## src/rtl/aes_mode_engine.sv

```systemverilog
// Block-cipher chaining engine placed in front of a single-block AES core.
// Adds CBC and CTR chaining around an ECB-only core; one block in flight.
module aes_mode_engine #(
  parameter int DATA_W = 128,
  parameter int CTR_W  = 32
) (
  input  logic              clk,
  input  logic              rst,
  // configuration
  input  logic              cfg_load,
  input  logic [1:0]        cfg_mode,
  input  logic              cfg_enc,
  input  logic [DATA_W-1:0] cfg_iv,
  // input block stream
  input  logic              in_valid,
  output logic              in_ready,
  input  logic [DATA_W-1:0] in_data,
  input  logic              in_last,
  // output block stream
  output logic              out_valid,
  input  logic              out_ready,
  output logic [DATA_W-1:0] out_data,
  output logic              out_last,
  // AES core request
  output logic              core_req_valid,
  input  logic              core_req_ready,
  output logic [DATA_W-1:0] core_req_data,
  output logic              core_req_enc,
  // AES core response
  input  logic              core_rsp_valid,
  input  logic [DATA_W-1:0] core_rsp_data,
  // status
  output logic              busy
);

  typedef enum logic [1:0] {
    S_IDLE = 2'd0,
    S_REQ  = 2'd1,
    S_WAIT = 2'd2,
    S_OUT  = 2'd3
  } state_t;

  // Reserved encoding 3 falls through to ECB handling everywhere.
  typedef enum logic [1:0] {
    M_ECB = 2'd0,
    M_CBC = 2'd1,
    M_CTR = 2'd2,
    M_RSV = 2'd3
  } mode_t;

  state_t state_q, state_d;

  mode_t             mode_q;
  logic              enc_q;
  logic [DATA_W-1:0] iv_q;
  logic [DATA_W-1:0] chain_q;
  logic [DATA_W-1:0] din_q;
  logic              last_q;

  logic [DATA_W-1:0] req_data_d;
  logic              req_enc_d;
  logic [DATA_W-1:0] rsp_out_d;
  logic [DATA_W-1:0] chain_rsp_d;
  logic [DATA_W-1:0] ctr_next;

  logic              in_fire;

  // State register
  always_ff @(posedge clk) begin
    if (rst) begin
      state_q <= S_IDLE;
    end else begin
      state_q <= state_d;
    end
  end

  // Next-state logic and handshake outputs decoded from state
  always_comb begin
    state_d        = state_q;
    in_ready       = 1'b0;
    core_req_valid = 1'b0;
    out_valid      = 1'b0;
    busy           = 1'b1;
    unique case (state_q)
      S_IDLE: begin
        busy     = 1'b0;
        in_ready = ~cfg_load;
        if (in_valid && !cfg_load) begin
          state_d = S_REQ;
        end
      end
      S_REQ: begin
        core_req_valid = 1'b1;
        if (core_req_ready) begin
          state_d = S_WAIT;
        end
      end
      S_WAIT: begin
        if (core_rsp_valid) begin
          state_d = S_OUT;
        end
      end
      S_OUT: begin
        out_valid = 1'b1;
        if (out_ready) begin
          state_d = S_IDLE;
        end
      end
      default: state_d = S_IDLE;
    endcase
  end

  assign in_fire = in_valid && in_ready;

  // Counter block successor: low CTR_W bits wrap, upper bits stay fixed
  assign ctr_next = {chain_q[DATA_W-1:CTR_W], chain_q[CTR_W-1:0] + CTR_W'(1)};

  // Core request built from the incoming block; chain_q cannot change
  // between acceptance and the core handshake, so forming it from in_data
  // at capture time equals forming it from din_q in REQ.
  always_comb begin
    req_data_d = in_data;
    req_enc_d  = enc_q;
    unique case (mode_q)
      M_CBC: begin
        if (enc_q) begin
          req_data_d = in_data ^ chain_q;
        end
      end
      M_CTR: begin
        req_data_d = chain_q;
        req_enc_d  = 1'b1;
      end
      default: begin
        req_data_d = in_data;
        req_enc_d  = enc_q;
      end
    endcase
  end

  // Post-processing of the core result and the chaining value update
  always_comb begin
    rsp_out_d   = core_rsp_data;
    chain_rsp_d = chain_q;
    unique case (mode_q)
      M_CBC: begin
        if (enc_q) begin
          chain_rsp_d = core_rsp_data;
        end else begin
          rsp_out_d   = core_rsp_data ^ chain_q;
          chain_rsp_d = din_q;
        end
      end
      M_CTR: begin
        rsp_out_d   = core_rsp_data ^ din_q;
        chain_rsp_d = ctr_next;
      end
      default: begin
        rsp_out_d   = core_rsp_data;
        chain_rsp_d = chain_q;
      end
    endcase
  end

  // Configuration, block capture, request/response registers and chaining
  always_ff @(posedge clk) begin
    if (rst) begin
      mode_q        <= M_ECB;
      enc_q         <= 1'b1;
      iv_q          <= '0;
      chain_q       <= '0;
      din_q         <= '0;
      last_q        <= 1'b0;
      core_req_data <= '0;
      core_req_enc  <= 1'b1;
      out_data      <= '0;
      out_last      <= 1'b0;
    end else begin
      unique case (state_q)
        S_IDLE: begin
          if (cfg_load) begin
            mode_q  <= mode_t'(cfg_mode);
            enc_q   <= cfg_enc;
            iv_q    <= cfg_iv;
            chain_q <= cfg_iv;
          end else if (in_fire) begin
            din_q         <= in_data;
            last_q        <= in_last;
            core_req_data <= req_data_d;
            core_req_enc  <= req_enc_d;
          end
        end
        S_WAIT: begin
          if (core_rsp_valid) begin
            out_data <= rsp_out_d;
            out_last <= last_q;
            chain_q  <= chain_rsp_d;
          end
        end
        S_OUT: begin
          if (out_ready && last_q) begin
            chain_q <= iv_q;
          end
        end
        default: begin
        end
      endcase
    end
  end

endmodule

```

## config.mk

```make
export PLATFORM = sky130hd
export DESIGN_NAME = aes_mode_engine
export DESIGN_NICKNAME = d
export VERILOG_FILES = /design/src/rtl/aes_mode_engine.sv
export SDC_FILE = /design/constraint.sdc
export NUM_CORES = 2
export LEC_CHECK = 0
export ABC_AREA = 1
export BUFFER_PORTS_ARGS = -buffer_cell sky130_fd_sc_hd__buf_2
export CAP_MARGIN = 0
export CELL_PAD_IN_SITES_DETAIL_PLACEMENT = 2
export CELL_PAD_IN_SITES_GLOBAL_PLACEMENT = 2
export CORE_MARGIN = 4
export CORE_UTILIZATION = 30
export CTS_CLUSTER_DIAMETER = 40
export DETAILED_ROUTE_END_ITERATION = 12
export PLACE_DENSITY_LB_ADDON = 0.1
export SETUP_SLACK_MARGIN = 0.2
export SLEW_MARGIN = 20
export SYNTH_ARGS = -nofsm -noshare
export SYNTH_HDL_FRONTEND = slang
export SYNTH_SLANG_ARGS = --single-unit
```

## constraint.sdc

```tcl
create_clock -name clk -period 2.2 [get_ports clk]
set_input_delay 0.22 -clock clk [delete_from_list [all_inputs] [get_ports clk]]
set_output_delay 0.22 -clock clk [all_outputs]
set_load 0.005 [all_outputs]
```

==> metrics.csv <==
metric,value,unit
layout cells sized above 1,18.8,%
first-pass GRT wire length,320,mm
Tightest Pin Transition,1.13,ns
most frequent cells in the layout,"nand2_1 (947), o21ai_0 (785), buf_2 (655)",
Worst R2R Setup Slack,0.16,ns
Buf/Inv on CP,2,
crit end category,register,
core box area,0.115,sq mm
class of the worst hold path,input pin to register,
Initial Utilization,30.4,%
Die Ht,349,um
max incr delay on CP,0.43,ns
Clock Tree Buf Depth,3,
1st-iter DRT viols,3327,
Mapped Cells,5292,
DR DRC count,0,
Initial DRT Pass Iterations,5,
Post-synth ARST share,0,%
vias per cell,5.83,
Antenna Nets Post-Route,0,
largest net degree at the start of global routing,129,
GRT Total Usage,34.0,%
Critical Path RT,2.85,ns
synthesized cell area,0.0350,sq mm
VDD IR-drop max,833,uV
Routed wire per std cell,28.5,um
Final min period,2.04,ns
Area contributors post-synth,"dfxtp_1 (37%), o21ai_0 (11%), nand2_1 (10%)",
post-synthesis sequential area ratio,37.1,%
final setup margin,0.156,ns
H-tree levels,4,
syn_area_per_cell,6.60,sq um
"Slowest-stage cell, CP",clkbuf_16,
Final nets,6647,
initial antenna violation count,32,
Buffers on Ports,656,
Pleak,21.8,nW
Die X,349,um
Top Ports,657,
crit-path max FO,90,
CTS clock-pin slew for the worst setup and hold paths,0.06,ns
CTS tree,done,
Startpoint Class,register,
Via Count,46000,
number of clock sinks,648,
"CP delay by family, top",compound AO/OA/AOI/OAI gates,
final setup fails,0,
Detail Placement HPWL,129,mm
CP arrival,2.69,ns
root buf cell,clkbuf_16,
fillers,13000,
count of pins over their slew limit,0,
Seq cells post-synth,648,
total wire length,225,mm
ys flop type,dfxtp_1,
fin crit share,92.9,%
PD cells,1310,mW/mm^2
later-pin clock latency in the skew report,0.75,ns
Die ar.,0.122,sq mm
RSZ-0062 raised after global routing,yes,
syn_nets,5695,
TritonCTS buffer count,143,
"commonest non-fill, non-tap cell in the layout",nand2_1,
"Warnings, synthesis",0,
FMAX,0.489,GHz
cell row count,124,
"EDFF count, synth",0,
# Max-Cap Violations,0,
routability cong.,0.855,
Clock Skew,0.0356,ns
Synth top area share,37.1,%
grt ovf,0,
Final Hold Viols,0,
vias in the first global route,49900,
Slew HR,24.6,%
post-synth top area cell,dfxtp_1,
setup total negative slack,0,ns
Netlist cell types,36,
WHS,0.0268,ns
status,"complete, no violations",
crit path kind,register to register,
cell chain of the critical path,"inv_4, ha_4, nor2_4, clkbuf_16, a22oi_1, a31oi_1",
pre-CTS worst setup slack,-0.377,ns
synth-to-layout area growth,45.6,%
[synth_stat cells (2+ instances only)]
cell type  number
a21oi_1       623
a22oi_1       106
a31oi_1       113
a41oi_1        12
buf_1          35
buf_2         195
buf_4          18
buf_6           3
clkbuf_1      220
clkbuf_2        4
dfxtp_1       648
ha_1            8
inv_1         400
inv_2          10
nand2_1       951
nand2_2         3
nand2_4         2
nand3_1       433
nand3b_1        3
nand4_1       116
nor2_1        306
nor2_2          7
nor2_4          2
nor3_1         18
o211ai_1      100
o21a_1          5
o21ai_0       801
o21ai_1       115
o221ai_1       17
o22ai_1        11
xor2_1          2
[routing by layer]
metal | part of all wire [%] | vias up | GRT usage [%]
met5 | 0.027 | - | 0
met4 | 6.6 | 10 | 20.9
met3 | 5.8 | 702 | 5.71
met2 | 48 | 1851 | 59.0
met1 | 40 | 23300 | 39.2
li1 | - | 20200 | -
[sequential cells by signal, summed over array words and instances, names as in the netlist]
| signal | count |
|---|---|
| chain_q | 128 |
| enc_q | 1 |
| last_q | 1 |
| core_req_data | 128 |
| state_q | 2 |
| core_req_enc | 1 |
| out_last | 1 |
| out_data | 128 |
| mode_q | 2 |
| iv_q | 128 |
| din_q | 128 |
[stage by stage]
step	total power, mW	area [sq um]	util [%]	cells
final	66.5	50900	44.3	7889
after global routing	69.3	50900	44.2	7883
after CTS	63.4	49900	43.4	7820
after detailed placement	38.9	40800	35.5	7174
after global placement	38.2	40800	35.5	7174
after floorplan	28.1	35000	-	5292
[timing repair]
action | 4_1_cts | 5_1_grt
setup buffers | 6 | 26
hold endpoints to repair | 604 | 0
gates cloned | 3 | 18
resized for setup | 33 | 69
setup endpoints to repair | 269 | 274
pin swaps | 3 | 14
hold buffers | 384 | 0
[cell type report]
class	count	area (sq um)	area share, %
multi-input cells	3759	18500	36.4
flip-flops and latches	648	13000	25.5
repair buffers	1280	10700	21.1
clock buffers	185	3990	7.85
well taps	1512	1890	3.72
inverters	410	1620	3.19
clock inverters	68	1020	2.01
diodes	25	62.6	0.123
repair inverters	2	22.5	0.0443
[worst register-to-register path: cells and delay by family, from the launching register on]
kind                     cells  cell delay (ns)
buffers and inverters        2             0.49
AO/OA/AOI/OAI                2             0.75
adder cells (fa/ha/maj)      1             0.18
AND/OR/NAND/NOR              1             0.16
flip-flops                   1             0.38
[worst paths after layout]
kind,start,end,depth (start not counted)
max reg2reg,state_q[0]$_SDFFE_PP0P_,chain_q[69]$_SDFFE_PP0P_,6
min,core_rsp_data[71],out_data[71]$_SDFFE_PP0P_,5
max,state_q[0]$_SDFFE_PP0P_,chain_q[69]$_SDFFE_PP0P_,6
min reg2reg,iv_q[8]$_SDFFE_PP0P_,iv_q[8]$_SDFFE_PP0P_,2
[where the power goes]
part           switching, mW  internal (mW)
registers               2.46           14.3
clock network           7.57           15.5
logic                   17.3           9.38
total                   27.3           39.2
[cells by family after synthesis]
kind of cell	share of synthesized area (%)
compound gates	29.6
xor+xnor	0.0752
fa+ha+maj	0.286
buf+inv	10.5
flops	37.1
simple gates	22.5
Note: power is estimated with default switching activity, not from simulation.
